`src/rtl/mau_pkg.sv`:
```
// Shared definitions for the MEM-stage load/store unit: op codes, exception codes,
// FSM states and lane helpers.
package mau_pkg;

    localparam logic [2:0] OP_FULL = 3'b000;
    localparam logic [2:0] OP_BU   = 3'b001;
    localparam logic [2:0] OP_B    = 3'b010;
    localparam logic [2:0] OP_HU   = 3'b011;
    localparam logic [2:0] OP_H    = 3'b100;
    localparam logic [2:0] OP_WU   = 3'b101;
    localparam logic [2:0] OP_W    = 3'b110;
    localparam logic [2:0] OP_RSV  = 3'b111;

    localparam logic [4:0] EXC_ADEL = 5'd4;
    localparam logic [4:0] EXC_ADES = 5'd5;

    typedef enum logic [1:0] {
        ST_IDLE = 2'd0,
        ST_REQ  = 2'd1,
        ST_WAIT = 2'd2,
        ST_RESP = 2'd3
    } state_t;

    // Number of address bits selecting a byte lane within one memory word.
    function automatic int unsigned lane_bits(input int unsigned data_w);
        return $clog2(data_w / 8);
    endfunction

    // Word ops only exist on a 64-bit bus; anything unsupported becomes a full-word access.
    function automatic logic [2:0] norm_op(input logic [2:0] op, input logic wide);
        logic [2:0] res;
        res = op;
        if (op == OP_RSV || (!wide && (op == OP_WU || op == OP_W)))
            res = OP_FULL;
        return res;
    endfunction

    function automatic logic [3:0] op_bytes(input logic [2:0] op, input logic wide);
        logic [3:0] res;
        case (op)
            OP_BU, OP_B: res = 4'd1;
            OP_HU, OP_H: res = 4'd2;
            OP_WU, OP_W: res = 4'd4;
            default:     res = wide ? 4'd8 : 4'd4;
        endcase
        return res;
    endfunction

endpackage

```
`src/rtl/mem_access_unit_load_ext.sv`:
```
// Load result formatter: picks the addressed field out of a raw memory word and
// sign- or zero-extends it to the full data width.
module load_ext
    import mau_pkg::*;
#(
    parameter int unsigned DATA_W = 32
) (
    input  logic [DATA_W-1:0]                raw,
    input  logic [2:0]                       op,
    input  logic [lane_bits(DATA_W)-1:0]     lane,
    output logic [DATA_W-1:0]                ext_c
);

    logic [DATA_W-1:0] shifted;

    assign shifted = raw >> {lane, 3'b000};

    always_comb begin
        ext_c = shifted;
        case (op)
            OP_BU:   ext_c = DATA_W'(shifted[7:0]);
            OP_B:    ext_c = DATA_W'($signed(shifted[7:0]));
            OP_HU:   ext_c = DATA_W'(shifted[15:0]);
            OP_H:    ext_c = DATA_W'($signed(shifted[15:0]));
            OP_WU:   ext_c = DATA_W'(shifted[31:0]);
            OP_W:    ext_c = DATA_W'($signed(shifted[31:0]));
            default: ext_c = shifted;
        endcase
    end

endmodule

```
`src/rtl/mem_access_unit.sv`:
```
// MEM-stage load/store unit: latches one access, checks alignment, aligns store data,
// runs the memory handshake and returns the extended load result with a done pulse.
module mem_access_unit
    import mau_pkg::*;
#(
    parameter int unsigned DATA_W = 32,
    parameter int unsigned ADDR_W = 32
) (
    input  logic                  clk,
    input  logic                  reset,
    input  logic                  req_valid,
    output logic                  req_ready,
    input  logic                  req_we,
    input  logic [2:0]            req_op,
    input  logic [ADDR_W-1:0]     req_addr,
    input  logic [DATA_W-1:0]     req_wdata,
    output logic                  mem_req_valid,
    input  logic                  mem_req_ready,
    output logic                  mem_we,
    output logic [ADDR_W-1:0]     mem_addr,
    output logic [DATA_W/8-1:0]   mem_be,
    output logic [DATA_W-1:0]     mem_wdata,
    input  logic                  mem_rsp_valid,
    input  logic [DATA_W-1:0]     mem_rsp_data,
    output logic                  busy,
    output logic                  done,
    output logic [DATA_W-1:0]     rdata,
    output logic                  exc,
    output logic [4:0]            exc_code
);

    localparam int unsigned BE_W = DATA_W / 8;
    localparam int unsigned LB   = lane_bits(DATA_W);
    localparam logic        WIDE = (DATA_W == 64);

    if (DATA_W != 32 && DATA_W != 64) begin : g_bad_width
        $fatal(1, "mem_access_unit: DATA_W must be 32 or 64");
    end

    state_t            state_q, state_n;
    logic              we_q, we_n;
    logic [2:0]        op_q, op_n;
    logic [LB-1:0]     lane_q, lane_n;

    logic              req_ready_n, mem_req_valid_n, mem_we_n, busy_n, done_n, exc_n;
    logic [ADDR_W-1:0] mem_addr_n;
    logic [BE_W-1:0]   mem_be_n;
    logic [DATA_W-1:0] mem_wdata_n, rdata_n;
    logic [4:0]        exc_code_n;

    logic [2:0]        op_eff_c;
    logic [3:0]        size_c;
    logic [LB-1:0]     lane_c;
    logic              misaligned_c;
    logic [BE_W-1:0]   be_c;
    logic [DATA_W-1:0] wdata_c, ext_c;
    logic [ADDR_W-1:0] addr_c;

    // Decode of the incoming request; only consumed on the accept cycle.
    assign op_eff_c     = norm_op(req_op, WIDE);
    assign size_c       = op_bytes(op_eff_c, WIDE);
    assign lane_c       = req_addr[LB-1:0];
    assign misaligned_c = (lane_c & LB'(size_c - 4'd1)) != '0;
    assign wdata_c      = req_wdata << {lane_c, 3'b000};
    assign addr_c       = {req_addr[ADDR_W-1:LB], {LB{1'b0}}};

    always_comb begin
        be_c = '0;
        for (int unsigned i = 0; i < BE_W; i++)
            be_c[i] = (i >= 32'(lane_c)) && (i < 32'(lane_c) + 32'(size_c));
    end

    load_ext #(.DATA_W(DATA_W)) u_load_ext (
        .raw   (mem_rsp_data),
        .op    (op_q),
        .lane  (lane_q),
        .ext_c (ext_c)
    );

    always_ff @(posedge clk) begin
        if (reset) begin
            state_q       <= ST_IDLE;
            we_q          <= 1'b0;
            op_q          <= OP_FULL;
            lane_q        <= '0;
            req_ready     <= 1'b1;
            mem_req_valid <= 1'b0;
            mem_we        <= 1'b0;
            mem_addr      <= '0;
            mem_be        <= '0;
            mem_wdata     <= '0;
            busy          <= 1'b0;
            done          <= 1'b0;
            rdata         <= '0;
            exc           <= 1'b0;
            exc_code      <= '0;
        end else begin
            state_q       <= state_n;
            we_q          <= we_n;
            op_q          <= op_n;
            lane_q        <= lane_n;
            req_ready     <= req_ready_n;
            mem_req_valid <= mem_req_valid_n;
            mem_we        <= mem_we_n;
            mem_addr      <= mem_addr_n;
            mem_be        <= mem_be_n;
            mem_wdata     <= mem_wdata_n;
            busy          <= busy_n;
            done          <= done_n;
            rdata         <= rdata_n;
            exc           <= exc_n;
            exc_code      <= exc_code_n;
        end
    end

    // Next state plus next value of every registered output; unqualified outputs hold.
    always_comb begin
        state_n         = state_q;
        we_n            = we_q;
        op_n            = op_q;
        lane_n          = lane_q;
        mem_req_valid_n = mem_req_valid;
        mem_we_n        = mem_we;
        mem_addr_n      = mem_addr;
        mem_be_n        = mem_be;
        mem_wdata_n     = mem_wdata;
        rdata_n         = rdata;
        exc_n           = exc;
        exc_code_n      = exc_code;

        case (state_q)
            ST_IDLE: begin
                if (req_valid) begin
                    we_n       = req_we;
                    op_n       = op_eff_c;
                    lane_n     = lane_c;
                    exc_n      = misaligned_c;
                    exc_code_n = misaligned_c ? (req_we ? EXC_ADES : EXC_ADEL) : 5'd0;
                    if (misaligned_c) begin
                        state_n = ST_RESP;
                    end else begin
                        state_n         = ST_REQ;
                        mem_req_valid_n = 1'b1;
                        mem_we_n        = req_we;
                        mem_addr_n      = addr_c;
                        mem_be_n        = be_c;
                        if (req_we)
                            mem_wdata_n = wdata_c;
                    end
                end
            end
            ST_REQ: begin
                if (mem_req_ready) begin
                    mem_req_valid_n = 1'b0;
                    if (we_q) begin
                        state_n = ST_RESP;
                    end else if (mem_rsp_valid) begin
                        rdata_n = ext_c;
                        state_n = ST_RESP;
                    end else begin
                        state_n = ST_WAIT;
                    end
                end
            end
            ST_WAIT: begin
                if (mem_rsp_valid) begin
                    rdata_n = ext_c;
                    state_n = ST_RESP;
                end
            end
            ST_RESP: state_n = ST_IDLE;
            default: state_n = ST_IDLE;
        endcase

        req_ready_n = (state_n == ST_IDLE);
        busy_n      = (state_n != ST_IDLE);
        done_n      = (state_n == ST_RESP);
    end

endmodule

```
`config.mk`:
```
export PLATFORM = sky130hd
export DESIGN_NAME = mem_access_unit
export DESIGN_NICKNAME = d
export VERILOG_FILES = /design/src/rtl/mau_pkg.sv /design/src/rtl/mem_access_unit_load_ext.sv /design/src/rtl/mem_access_unit.sv
export SDC_FILE = /design/constraint.sdc
export NUM_CORES = 1
export LEC_CHECK = 0
export CAP_MARGIN = 10
export CORE_MARGIN = 5
export CORE_UTILIZATION = 38
export DETAILED_ROUTE_END_ITERATION = 6
export GPL_ROUTABILITY_DRIVEN = 0
export PLACE_DENSITY = 0.79
export SKIP_LAST_GASP = 1
export SYNTH_ARGS = -nofsm -noshare
export SYNTH_HDL_FRONTEND = slang
export SYNTH_SLANG_ARGS = --single-unit
export TNS_END_PERCENT = 100
```
`constraint.sdc`:
```
create_clock -name clk -period 2.7 [get_ports clk]
set_input_delay 0.54 -clock clk [delete_from_list [all_inputs] [get_ports clk]]
set_output_delay 0.54 -clock clk [all_outputs]
set_load 0.05 [all_outputs]
```
==> results.cfg <==
[global_route]
antenna_found_initial = 0
grt_first_pass_wirelength_microns = 26600
grt_start_max_net_pins = 61
grt_usage_pct = 20.5
grt_overflow_total = 0
grt_pass1_vias = 5044

[power]
power_density_nw_per_um2 = 704
leakage_nw = 3.02
vdd.ir_drop.worst_uv = 403

[floorplan]
die_w_microns = 127
row_count = 42
start_util_pct = 39.1
fp.coreArea_sq_um = 13300
die_area_sq_um = 16200
fp.dieH_microns = 127
num_io_pins = 216

[critical_path]
required_ns = 2.97
slowest_delay_ns = 0.52
crit_top_cell = a21oi_1
arrival_ns = 2.68
cp_slowest_cell = clkdlybuf4s50_1
crit_buf_inv = 1
crit_chain = clkdlybuf4s50_1 > nor3b_2 > a21oi_1 > ha_1 > nor2_1 > fa_1 > nor2b_1 > o211ai_1 > a21oi_1
criticalPathCategory = input pin to flip-flop
startpoint_type = input pin
crit_fanout = 5
end_kind = flip-flop
critPathTopFamily = adder cells

[cells_and_area]
nets = 931
synthToLayoutAreaGrowth_pct = 59.1
nFillCells = 1162
n_antenna_cell = 0
drive_gt1_share_pct = 11.2
stdcell_area_sq_um = 8300

[synth]
syn_avg_cell_area_sq_um = 8.54
synth_area_leaders = dfxtp_1 43%, nand2_1 9.2%, mux2i_1 8.6%
async_reset_ff_share_pct = 0
netlist_instances = 611
synth-seq-cells = 113
yosysSeqAreaShare_pct = 43.4
synth_warnings = 0
synth-edff-count = 0
netlist_area_sq_um = 5220
synth_top_area_share_pct = 43.4
synthDistinctLibCells = 42
synth_top_cell_by_area = dfxtp_1
synth-main-ff-cell = dfxtp_1

[placed_design]
place_hpwl_microns = 12000
post-place-ws_ns = -0.279
port_buffers = 210
postPlaceCellArea_sq_um = 7610

[clocking]
cts.clk_slew.worst_paths_ns = 0.05
cts_made_buffers = 17
ctsHoldBuffers = 0
cts-root-buf = clkbuf_16
cts_buffer_depth = 2
htree_num_levels = 4
insertion_delay_ns = 0.41
cts_tree = built
clkSinkCount = 113

[route]
routed-via-count = 5123
viasPerCell = 5.07
final_antenna_net_count = 0
wirelength_microns = 16500
drc = 0
firstDrtPassIters = 5
wl_per_cell_microns = 16.3
drt_first_iter_violations = 260

[sta]
maxSlewViolCount = 0
finClkSkew_ns = 0.00469
fmax_ghz = 0.414
relSlewSlack_pct = 57.1
finalHoldViolations = 0
layout_setup_ws_ns = 0.284
setup_viol = 0
fin_crit_sh_pct = 89.5
rsz0062_at_grt = false
min_period_ns = 2.42
tightest_slew_ns = 0.644

[min_path]
hp-class = flip-flop to flip-flop

[run_status]
status = completed

[job]
cap_viol_max_count = 0
-- cells by family after synthesis --
kind of cell / Yosys count / synth area share, %
AOI/OAI and AO/OA: 138 / 18.5
DFF: 113 / 43.4
buffers and inverters: 58 / 5.09
and+or+nand+nor: 232 / 19.0
muxes: 62 / 12.3
adders and majority gates: 5 / 1.34
xor gates and xnor gates: 2 / 0.336
other: 1 / 0.0719
-- sequential cells by signal (all words and copies together), names as in the netlist --
signal	cells
mem_wdata	32
rdata	32
mem_addr	30
mem_be	4
op_q	3
lane_q	2
state_q	2
busy	1
done	1
exc	1
exc_code	1
mem_req_valid	1
mem_we	1
req_ready	1
we_q	1
-- report_power, final --
group	switching (mW)	leakage (nW)	internal, mW	total (mW)
Combinational	0.826	1.76	0.551	1.38
Clock	0.772	0.338	1.84	2.61
Sequential	0.0711	0.920	1.78	1.86
-- per-layer routing --
| metal | track usage, % | vias to the layer above | wire length [microns] |
|---|---|---|---|
| met2 | 32.9 | 207 | 7850 |
| met5 | 0 | - | 0 |
| li1 | - | 2549 | - |
| met1 | 25.5 | 2345 | 6850 |
| met4 | 7.82 | 0 | 321 |
| met3 | 7.05 | 22 | 1490 |
-- path summary, 6_finish.rpt --
kind,from,endpoint,slack (ns),cells after the start
setup / recovery,req_op[2],mem_be[2]$_SDFFE_PP0P_,0.28,9
hold / removal,mem_addr[17]$_SDFFE_PP0P_,mem_addr[17]$_SDFFE_PP0P_,0.45,2
setup reg to reg,lane_q[1]$_SDFFE_PP0P_,rdata[28]$_SDFFE_PP0P_,0.75,6
hold reg to reg,mem_addr[17]$_SDFFE_PP0P_,mem_addr[17]$_SDFFE_PP0P_,0.45,2
-- synthesized netlist by cell type (all sizes together) (2+ instances only) --
cell,n
nand2,128
dfxtp,113
a21oi,67
nor2,57
mux2i,45
clkbuf,28
buf,25
a211oi,17
mux2,17
a311oi,16
o2bb2ai,16
nor3,12
o211ai,11
nand3,9
nand2b,7
o21ai,6
inv,5
nor2b,5
ha,4
nor3b,3
nand3b,2
o21a,2
or3,2
xor2,2
-- per-stage QoR --
stage	util (%)	TNS, ns	total power, mW	cells	hold WS (ns)
finish	62.2	0	5.84	1010	0.451
global route	62.2	0	6.08	1010	0.474
CTS	62.1	0	5.89	1010	0.453
detailed placement	57.0	-7.34	3.26	978	0.446
global placement	57.0	-0.236	3.26	978	0.439
floorplan	-	0	2.73	615	0.445
-- tightest hold or removal path, delay by kind of cell, from the launching register on --
family | cells | cell delay [ns]
flip-flops | 1 | 0.30
AND/OR/NAND/NOR | 1 | 0.05
AO/OA/AOI/OAI | 1 | 0.05
-- cells in the final DEF, fill, tap and decap left out, drive strengths merged, types with 2 or more instances in the layout --
cell type,instances
clkbuf,20
o211ai,11
mux2,17
buf,31
nor3,12
o21a,2
o21ai,6
mux2i,45
bufinv,7
a311oi,16
conb,5
a21oi,67
clkdlybuf4s50,209
inv,5
nand2,128
ha,4
nand3b,2
o2bb2ai,16
clkinv,5
nor2,57
a211oi,17
nor3b,3
xor2,2
nand2b,7
nand3,9
nor2b,5
or3,2
dfxtp,113
-- layout make-up --
| type | instances | area (sq um) | area share, % |
|---|---|---|---|
| multi-input cells | 444 | 2730 | 32.9 |
| repair buffers | 240 | 2390 | 28.8 |
| flip-flops and latches | 113 | 2260 | 27.3 |
| clock buffers | 20 | 447 | 5.38 |
| clock inverters | 12 | 235 | 2.84 |
| well taps | 176 | 220 | 2.65 |
| inverters | 5 | 18.8 | 0.226 |
-- timing repair --
action                                  CTS  global route
endpoints found under the setup margin    0             1
buffers inserted                          0             0
resized for setup                         0             1
No activity file was read; power rests on OpenSTA's default activity.
